`config.mk`:
```
export PLATFORM = sky130hd
export DESIGN_NAME = lsu_mem_ctrl
export DESIGN_NICKNAME = d
export VERILOG_FILES = /design/src/rtl/lsu_pkg.sv /design/src/rtl/lsu_align.sv /design/src/rtl/lsu_mem_ctrl.sv
export SDC_FILE = /design/constraint.sdc
export NUM_CORES = 1
export LEC_CHECK = 0
export ABC_AREA = 1
export CORE_MARGIN = 10
export CORE_UTILIZATION = 49
export DETAILED_ROUTE_END_ITERATION = 6
export HOLD_SLACK_MARGIN = 0.02
export PLACE_DENSITY = 0.85
export SYNTH_ARGS = -nofsm -noshare
export SYNTH_HDL_FRONTEND = slang
export SYNTH_SLANG_ARGS = --single-unit
```
`constraint.sdc`:
```
create_clock -name clk -period 2.75 [get_ports clk]
set_clock_uncertainty 0.05 [all_clocks]
set_input_delay 0.6875 -clock clk [delete_from_list [all_inputs] [get_ports clk]]
set_output_delay 0.6875 -clock clk [all_outputs]
set_load 0.05 [all_outputs]
```
`src/rtl/lsu_pkg.sv`:
```
// Shared types and helpers for the load/store unit: FSM states, access size
// encoding and the misalignment test.
package lsu_pkg;

    localparam int BYTE_W = 8;
    localparam int NBYTES = 4;

    typedef enum logic [1:0] {
        IDLE,
        ACC1,
        ACC2,
        FIN
    } state_t;

    // Encoded so the value equals the size in bytes and the one-hot size flags
    typedef enum logic [2:0] {
        SZ_B = 3'd1,
        SZ_H = 3'd2,
        SZ_W = 3'd4
    } size_t;

    function automatic logic crosses(input logic [1:0] off, input size_t sz);
        return ({2'b00, off} + {1'b0, sz}) > 4'd4;
    endfunction

endpackage

```
`src/rtl/lsu_align.sv`:
```
// Combinational byte-lane steering: byte enables and write data for both word
// halves of an access, plus alignment and extension of the load result.
module lsu_align
    import lsu_pkg::*;
(
    input  logic [1:0]  off,
    input  size_t       size,
    input  logic        sign_ext,
    input  logic [31:0] wdata,
    input  logic [31:0] lo,
    input  logic [23:0] hi,
    output logic [3:0]  be_lo,
    output logic [3:0]  be_hi,
    output logic [31:0] wdata_lo,
    output logic [31:0] wdata_hi,
    output logic [31:0] load_data
);

    logic [3:0]  mask;
    logic [7:0]  be_full;
    logic [63:0] wdata_full;
    logic [31:0] load_word;

    always_comb begin
        mask = 4'hF;
        case (size)
            SZ_B:    mask = 4'h1;
            SZ_H:    mask = 4'h3;
            default: mask = 4'hF;
        endcase

        be_full    = {4'b0000, mask} << off;
        be_lo      = be_full[3:0];
        be_hi      = be_full[7:4];

        wdata_full = {32'h0, wdata} << (int'(off) * BYTE_W);
        wdata_lo   = wdata_full[31:0];
        wdata_hi   = wdata_full[63:32];

        // The top byte of the second word is never reachable with off<=3, n<=4
        load_word = lo;
        case (off)
            2'd0:    load_word = lo;
            2'd1:    load_word = {hi[7:0],  lo[31:8]};
            2'd2:    load_word = {hi[15:0], lo[31:16]};
            default: load_word = {hi[23:0], lo[31:24]};
        endcase

        load_data = load_word;
        case (size)
            SZ_B:    load_data = {{24{sign_ext & load_word[7]}},  load_word[7:0]};
            SZ_H:    load_data = {{16{sign_ext & load_word[15]}}, load_word[15:0]};
            default: load_data = load_word;
        endcase
    end

endmodule

```
`src/rtl/lsu_mem_ctrl.sv`:
```
// Multicycle load/store unit: turns one byte/half/word request into one or two
// byte-enabled word transactions on a handshaked data memory.
module lsu_mem_ctrl #(
    parameter int WIDTH  = 32,
    parameter int NBYTES = WIDTH / 8
) (
    input  logic              clk,
    input  logic              rst_n,
    input  logic              start,
    input  logic              mem_read,
    input  logic              mem_write,
    input  logic              one_byte,
    input  logic              two_bytes,
    input  logic              four_bytes,
    input  logic              sign_ext,
    input  logic [WIDTH-1:0]  addr,
    input  logic [WIDTH-1:0]  wdata,
    output logic [WIDTH-1:0]  rdata,
    output logic              done,
    output logic              busy,
    output logic              err,
    output logic              dm_req,
    output logic              dm_we,
    output logic [WIDTH-1:0]  dm_addr,
    output logic [NBYTES-1:0] dm_be,
    output logic [WIDTH-1:0]  dm_wdata,
    input  logic [WIDTH-1:0]  dm_rdata,
    input  logic              dm_ack
);

    import lsu_pkg::*;

    state_t      state;
    size_t       size_in;
    size_t       size_q;
    logic [1:0]  off_q;
    logic [31:0] wdata_q;
    logic        sign_q;
    logic        write_q;
    logic        cross_q;
    logic        illegal_q;
    logic [31:0] lo_q;
    logic [23:0] hi_q;
    logic        legal_in;

    logic [1:0]  al_off;
    size_t       al_size;
    logic [31:0] al_wdata;
    logic [3:0]  be_lo;
    logic [3:0]  be_hi;
    logic [31:0] wdata_lo;
    logic [31:0] wdata_hi;
    logic [31:0] load_data;

    assign size_in  = size_t'({four_bytes, two_bytes, one_byte});
    assign legal_in = (mem_read ^ mem_write) && (size_in inside {SZ_B, SZ_H, SZ_W});

    // In IDLE the aligner sees the live request so ACC1 outputs can be registered on accept
    assign al_off   = (state == IDLE) ? addr[1:0] : off_q;
    assign al_size  = (state == IDLE) ? size_in   : size_q;
    assign al_wdata = (state == IDLE) ? wdata     : wdata_q;

    lsu_align u_align (
        .off       (al_off),
        .size      (al_size),
        .sign_ext  (sign_q),
        .wdata     (al_wdata),
        .lo        (lo_q),
        .hi        (hi_q),
        .be_lo     (be_lo),
        .be_hi     (be_hi),
        .wdata_lo  (wdata_lo),
        .wdata_hi  (wdata_hi),
        .load_data (load_data)
    );

    always_ff @(posedge clk) begin
        if (!rst_n) begin
            state     <= IDLE;
            rdata     <= '0;
            done      <= 1'b0;
            busy      <= 1'b0;
            err       <= 1'b0;
            dm_req    <= 1'b0;
            dm_we     <= 1'b0;
            dm_addr   <= '0;
            dm_be     <= '0;
            dm_wdata  <= '0;
            size_q    <= SZ_W;
            off_q     <= 2'b00;
            wdata_q   <= '0;
            sign_q    <= 1'b0;
            write_q   <= 1'b0;
            cross_q   <= 1'b0;
            illegal_q <= 1'b0;
            lo_q      <= '0;
            hi_q      <= '0;
        end else begin
            done <= 1'b0;
            err  <= 1'b0;
            case (state)
                IDLE: begin
                    if (start) begin
                        size_q    <= size_in;
                        off_q     <= addr[1:0];
                        wdata_q   <= wdata;
                        sign_q    <= sign_ext;
                        write_q   <= mem_write;
                        cross_q   <= crosses(addr[1:0], size_in);
                        illegal_q <= !legal_in;
                        hi_q      <= '0;
                        busy      <= 1'b1;
                        if (legal_in) begin
                            state    <= ACC1;
                            dm_req   <= 1'b1;
                            dm_we    <= mem_write;
                            dm_addr  <= {addr[WIDTH-1:2], 2'b00};
                            dm_be    <= be_lo;
                            dm_wdata <= wdata_lo;
                        end else begin
                            state <= FIN;
                        end
                    end
                end
                ACC1: begin
                    if (dm_ack) begin
                        lo_q <= dm_rdata;
                        if (cross_q) begin
                            state    <= ACC2;
                            dm_addr  <= dm_addr + WIDTH'(4);
                            dm_be    <= be_hi;
                            dm_wdata <= wdata_hi;
                        end else begin
                            state  <= FIN;
                            dm_req <= 1'b0;
                            dm_we  <= 1'b0;
                        end
                    end
                end
                ACC2: begin
                    if (dm_ack) begin
                        hi_q   <= dm_rdata[23:0];
                        state  <= FIN;
                        dm_req <= 1'b0;
                        dm_we  <= 1'b0;
                    end
                end
                FIN: begin
                    done  <= 1'b1;
                    err   <= illegal_q;
                    busy  <= 1'b0;
                    state <= IDLE;
                    // rdata is only disturbed by a successful load
                    if (!illegal_q && !write_q) begin
                        rdata <= load_data;
                    end
                end
                default: state <= IDLE;
            endcase
        end
    end

endmodule
```
==> metrics.md, run 1 <==
| Metric | Value |
|---|---|
| Yosys reg bits | `just over 200` |
| RSZ-0062 raised after global routing | `false` |
| Class of the worst hold path | `reg2reg` |
| Clock sinks | `between 200 and 250` |
| Top Metal Used | `met4` |
| Fraction of registers with async set/reset | `0%` |
| Routed vias | `11900` |
| Final core utilization | `between 60% and 70%` |
| CTS tree | `yes` |
| Post-Route WL | `36.7 mm` |
| Hold_buf cts | `0` |
| CP endpoint kind | `output pin` |
| Vias in the first global route | `10900` |
| Critical path cell sequence | `clkdlybuf4s50_1` |
| Largest family of logic cells by synthesized area | `simple AND/OR/NAND/NOR gates` |
| Placed Instances | `around 2100` |
| Worst-path clk slew | `around 0.06 ns` |
| Boundary Pins | `around 210` |
| CP max-delay cell | `clkdlybuf4s50_1` |
| DPL Wire Length | `approximately 27 mm` |
| Number of post-CTS setup repair buffers | `0` |
| Most frequent cells in the layout | `nand2_1, o21ai_0, nor2_1, clkdlybuf4s50_1, dfxtp_1` |
| Crit path time final | `2.58 ns` |
| Max Clk Rate | `0.387 GHz` |
| CP bufs+invs | `1` |
| Final non-filler cell total | `between 2000 and 2500` |
| Gates resized, CTS repair | `0` |
| CTS max path bufs | `3` |
| H-tree depth | `1` |
| Synth cell types | `46` |
| Syn Std Cell Area | `about 0.011 mm^2` |
| CP Launch Type | `flip-flop` |
| IO Port Bufs | `208` |
| Adder-cell share of the synthesized area | `less than 1%` |
| Static leakage | `5.33 nW` |
| # DRC | `0` |
| Synth Area in Simple Gates | `approximately 29%` |
| Starting density of the core | `roughly 50%` |
| Routed Antenna Nets | `0` |
| Syn avg cell area | `6.50 um^2` |
| Post-synthesis mux area share | `less than 1%` |
| Final slew viol count | `0` |
| Fin Hold WS | `slightly below 0.4 ns` |
| Final Hold Viols | `0` |
| Status | `complete, no violations` |
| Pin count of the biggest net entering global routing | `between 70 and 80` |
| Worst-margin pin slew | `between 0.9 and 1 ns` |
| Number of DRC markers in iteration 0 | `~1700` |
| Final RePlAce weighted congestion | `about 0.98` |
| Gr ovfl total | `0` |
| YS warnings | `0` |
| Gr usage total | `about a quarter` |
| CTS root buffer | `clkbuf_16` |
| Pwr per Cell Area | `~1100 mW/mm^2` |
| Post-Synthesis Cells | `approximately 1700` |
| Crit path DAT | `between 1.5 and 2 ns` |
| Slew margin rel. | `approximately a third` |
| WP data required | `about 2 ns` |
| Top delay family on crit path | `buffers and inverters` |
| First-pass GRT wire length | `roughly 58 mm` |
| Per-cell routed wire length | `approximately 17 um` |
| Compound-gate portion of the synthesized area | `23.2%` |
| Nets@finish | `just under 2000` |
| Ant diodes | `0` |
| Die area | `approximately 0.028 mm^2` |
| Clk_lat worst skew | `0.51 ns` |
| Post-Synth XOR/XNOR Area | `less than 1%` |
| Primary FF master, synth | `dfxtp_1` |
| Vias per cell | `5.61` |
| Die width | `around 170 um` |
| Core box area | `0.0218 mm^2` |
| Post-synth EDFFs | `0` |
| Critical path fanouts, max | `8` |
| Pre-antenna DRT Iters | `6` |
| TNS Setup | `0 ns` |
| WL met2 | `15.9 mm` |
| Crit path kind | `reg2out` |
| Antenna violations before repair | `0` |
| Cell Rows | `between 50 and 60` |
| Register area share after synthesis | `a little under two fifths` |
| CTS Buf Count | `22` |
| Fin crit share | `roughly 94%` |
| Met1 WL | `between 15 and 20 mm` |
| Wire length on met3 | `~4 mm` |
| Largest stage delay, worst path | `about 0.88 ns` |
| Max Cap Viol | `0` |
| Max IR drop VDD | `approximately 0.78 mV` |
| Die H | `169 um` |
| Share of layout cells above drive strength 1 | `between 7 and 8%` |
| Layout area overhead | `28.5%` |
| Commonest non-fill, non-tap cell in the layout | `nand2_1` |
| Setup-failing EPs final | `0` |
-- metal layers --
metal / track usage, % / vias up
li1: - / 5826
met1: 33.7 / 5362
met2: 37.4 / 684
met3: 4.79 / 70
met4: 7.04 / 0
met5: 0 / -
-- where the power goes --
group	internal, mW	total [mW]	leakage (nW)	switching, mW
Combinational	2.59	7.99	3.30	5.40
Clock	1.91	3.12	0.382	1.20
Sequential	3.68	4.32	1.65	0.636
Total	8.19	15.4	5.33	7.24
-- sequential cells by signal (all words and copies together), names as in the netlist, 2 cells and up --
signal and cells:
hi_q 24, dm_wdata 32, dm_be 4, wdata_q 32, state 2, lo_q 32, dm_addr 30, size_q 3
off_q 2, rdata 32
-- stage by stage --
stage                     setup slack (ns)  instance area (um^2)  total power [mW]
after floorplan                      0.668                 10800              9.76
after global placement              0.0683                 13100              12.0
after detailed placement           -0.0129                 13100              12.2
after CTS                            0.152                 13900              15.3
after global routing               0.00949                 13900              16.4
final                                0.168                 13900              15.4
-- logic make-up after synthesis --
| kind of cell | Yosys count |
|---|---|
| flip-flops | 202 |
| adder cells (fa/ha/maj) | 8 |
| other | 1 |
| AO/OA/AOI/OAI | 476 |
| buffers and inverters | 227 |
| XOR/XNOR | 4 |
| AND/OR/NAND/NOR | 745 |
| multiplexers | 1 |
-- cells in the mapped netlist, drive strengths merged, types with 8 or more instances --
master	number	area, um^2
nor3	24	120
o21ai	281	1410
o22ai	27	169
o211ai	15	118
nand2	363	1390
nand3	77	415
dfxtp	202	4040
buf	45	277
clkbuf	62	234
nand3b	8	60.1
inv	119	447
or2	22	138
nor2	242	967
a21oi	137	686
-- worst paths after layout --
kind / from / end / slack [ns] / cells after the start
hold / removal: wdata_q[2]$_SDFFE_PN0P_ / wdata_q[2]$_SDFFE_PN0P_ / 0.40 / 2
hold reg to reg: wdata_q[2]$_SDFFE_PN0P_ / wdata_q[2]$_SDFFE_PN0P_ / 0.40 / 2
setup reg to reg: state[0]$_SDFFE_PN0P_ / rdata[28]$_SDFFE_PN0P_ / 0.22 / 13
setup / recovery: dm_addr[4]$_SDFFE_PN0P_ / dm_addr[4] / 0.17 / 1
-- layout make-up --
type	count	area [um^2]
Clock inverter	10	128
Sequential cell	202	4040
Timing Repair Buffer	249	2440
Tap cell	280	350
Clock buffer	30	642
Inverter	120	453
Fill cell	1939	7870
Multi-Input combinational cell	1236	5840
-- worst min-delay path: cells and delay by family (launching register included) --
kind | cells | cell delay (ns)
buf+inv | 1 | 0.05
flops | 1 | 0.29
compound gates | 1 | 0.05
(Power assumes the default switching activity.)
==> run 2: changes to the inputs <==
Settings changed: ABC_CLOCK_PERIOD_IN_PS set to 2750.
==> results of run 2 <==
Final layout, timing and power as in run 1 (identical DEF).
==> run 3: changes to the inputs <==
Settings changed: ABC_CLOCK_PERIOD_IN_PS 2750 to 2100, CORE_UTILIZATION 49 to 48, PLACE_DENSITY 0.85 to 0.87.
Clock period 2.75 ns to 2.1 ns, I/O delays scaled along.
==> metrics.md, run 3 (synthesized netlist as in run 1, its figures left out) <==
| Metric | Value |
|---|---|
| Fin crit share | `100%` |
| Number of DRC markers in iteration 0 | `1729 (was 1674)` |
| DPL Wire Length | `27.9 mm (was 26.8 mm)` |
| Critical path cell sequence | `inv_2 -> ha_4 -> inv_2 -> nand2_1 -> nand2_1 -> buf_12 -> buf_12 -> o21ai_0 -> o21ai_0 -> o21ai_2 -> nand2_1 -> nor2_2 -> nor2_1 (was clkdlybuf4s50_1)` |
| Setup-failing EPs final | `1 (was 0)` |
| Boundary Pins | `211 (unchanged)` |
| # DRC | `0 (unchanged)` |
| Starting density of the core | `49.2% (was 49.7%)` |
| Slew margin rel. | `59.2% (was 34.4%)` |
| Final RePlAce weighted congestion | `0.993 (was 0.978)` |
| CP Launch Type | `flip-flop (unchanged)` |
| Share of layout cells above drive strength 1 | `18.6% (was 7.53%)` |
| Pwr per Cell Area | `1510 mW/mm^2 (was 1110 mW/mm^2)` |
| CTS root buffer | `clkbuf_16 (unchanged)` |
| CP endpoint kind | `flip-flop (was output pin)` |
| Critical path fanouts, max | `15 (was 8)` |
| Die width | `170 um (was 169 um)` |
| Final slew viol count | `0 (unchanged)` |
| Post-Route WL | `40.0 mm (was 36.7 mm)` |
| Worst-path clk slew | `0.07 ns (was 0.06 ns)` |
| IO Port Bufs | `208 (unchanged)` |
| Routed vias | `12700 (was 11900)` |
| Largest stage delay, worst path | `0.33 ns (was 0.88 ns)` |
| Final worst slack | `-0.00990 ns (was 0.168 ns)` |
| Fillers | `1760 (was 1939)` |
| Top delay family on crit path | `compound AO/OA/AOI/OAI gates (was buffers and inverters)` |
| Gr ovfl total | `0 (unchanged)` |
| Crit path time final | `between 2 and 2.5 ns` |
| Class of the worst hold path | `in2reg (was reg2reg)` |
| Failing checks | `negative setup slack` |
| Most frequent cells in the layout | `nand2_1, nor2_1, o21ai_0, dfxtp_1, buf_4 (was nand2_1, o21ai_0, nor2_1, clkdlybuf4s50_1, dfxtp_1)` |
| CTS Buf Count | `23 (was 22)` |
| Cell Rows | `54 (unchanged)` |
| Routed Antenna Nets | `0 (unchanged)` |
| Clk_lat worst skew | `0.53 ns (was 0.51 ns)` |
| Fin Hold WS | `0.324 ns (was 0.398 ns)` |
| Final Hold Viols | `0 (unchanged)` |
| Critical path's most frequent cell | `nand2_1` |
| Max Cap Viol | `0 (unchanged)` |
| CTS max path bufs | `3 (unchanged)` |
| Nets@finish | `2030 (was 1945)` |
| Core box area | `0.0220 mm^2 (was 0.0218 mm^2)` |
| Die area | `0.0289 mm^2 (was 0.0284 mm^2)` |
| Vias in the first global route | `11400 (was 10900)` |
| Crit path DAT | `2.45 ns (was 1.84 ns)` |
| Vias per cell | `5.73 (was 5.61)` |
| Die H | `170 um (was 169 um)` |
| CTS tree | `yes (unchanged)` |
| Status | `complete, but fails checks (was complete, no violations)` |
| Antenna violations before repair | `0 (unchanged)` |
| Max Clk Rate | `~0.47 GHz` |
| Power Total | `22.6 mW (was 15.4 mW)` |
| Hold_buf cts | `0 (unchanged)` |
| Gr usage total | `24.8% (was 24.3%)` |
| First-pass GRT wire length | `59.4 mm (was 57.9 mm)` |
| Commonest non-fill, non-tap cell in the layout | `nand2_1 (unchanged)` |
| Layout area overhead | `38.3% (was 28.5%)` |
| H-tree depth | `1 (unchanged)` |
| WP data required | `2.44 ns (was 2.01 ns)` |
| Ant diodes | `0 (unchanged)` |
| RSZ-0062 raised after global routing | `true (was false)` |
| CP bufs+invs | `4 (was 1)` |
| Per-cell routed wire length | `18.1 um (was 17.2 um)` |
| Worst-margin pin slew | `0.612 ns (was 0.980 ns)` |
| Max IR drop VDD | `0.741 mV (was 0.777 mV)` |
| Crit path kind | `reg2reg (was reg2out)` |
| Static leakage | `6.15 nW (was 5.33 nW)` |
| Pre-antenna DRT Iters | `6 (unchanged)` |
| Clock sinks | `202 (unchanged)` |
| TNS Setup | `-0.00990 ns (was 0 ns)` |
| Pin count of the biggest net entering global routing | `88 (was 78)` |
| CP max-delay cell | `dfxtp_2 (was clkdlybuf4s50_1)` |
==> run 3: per-layer routing <==
layer  wire, um  track usage, %
met1      16000            33.0
met2      18100            39.3
met3       4670            5.74
met4       1180            7.17
met5          0               0
==> run 3: cell type report <==
class | count | area (um^2) | area share, %
tap | 280 | 350 | 2.34
inverter | 120 | 457 | 3.05
clock inverter | 7 | 68.8 | 0.460
multi-input combinational | 1237 | 6090 | 40.7
clock buffer | 33 | 683 | 4.57
sequential | 202 | 4050 | 27.1
timing repair buffer | 332 | 3260 | 21.8
==> run 3: report_power, final <==
group / leakage [nW] / total, mW / switching, mW / internal, mW
sequential: 1.65 / 5.68 / 0.848 / 4.83
combinational: 4.13 / 12.9 / 8.05 / 4.90
clock: 0.368 / 3.99 / 1.62 / 2.37
==> run 3: final timing paths <==
kind	start	cells after the start	to	slack, ns
max	state[1]$_SDFFE_PN0P_	13	rdata[18]$_SDFFE_PN0P_	-0.01
min reg2reg	wdata_q[22]$_SDFFE_PN0P_	2	wdata_q[22]$_SDFFE_PN0P_	0.40
max reg2reg	state[1]$_SDFFE_PN0P_	13	rdata[18]$_SDFFE_PN0P_	-0.01
min	rst_n	3	write_q$_SDFFE_PN0P_	0.32
==> run 3: repair_timing <==
action,in CTS,in global routing
endpoints found under the setup margin,99,97
setup buffers,1,8
pin swaps,2,28
gates resized for setup,28,124
cloned,0,7
==> run 3: per-stage QoR <==
stage	std cells	utilization, %	instance area (um^2)	setup WS (ns)
final	2211	68.1	14900	-0.00990
after global routing	2211	68.1	14900	-0.126
after floorplan	1665	-	10800	0.0177
after CTS	2196	65.5	14400	-0.00105
after detailed placement	2155	62.0	13600	-0.493
after global placement	2155	62.0	13600	-0.396
==> run 3: worst min-delay path, cell delays in order <==
cell	delay [ns]
buf_4	0.18
o21ai_0	0.10
a21oi_1	0.04
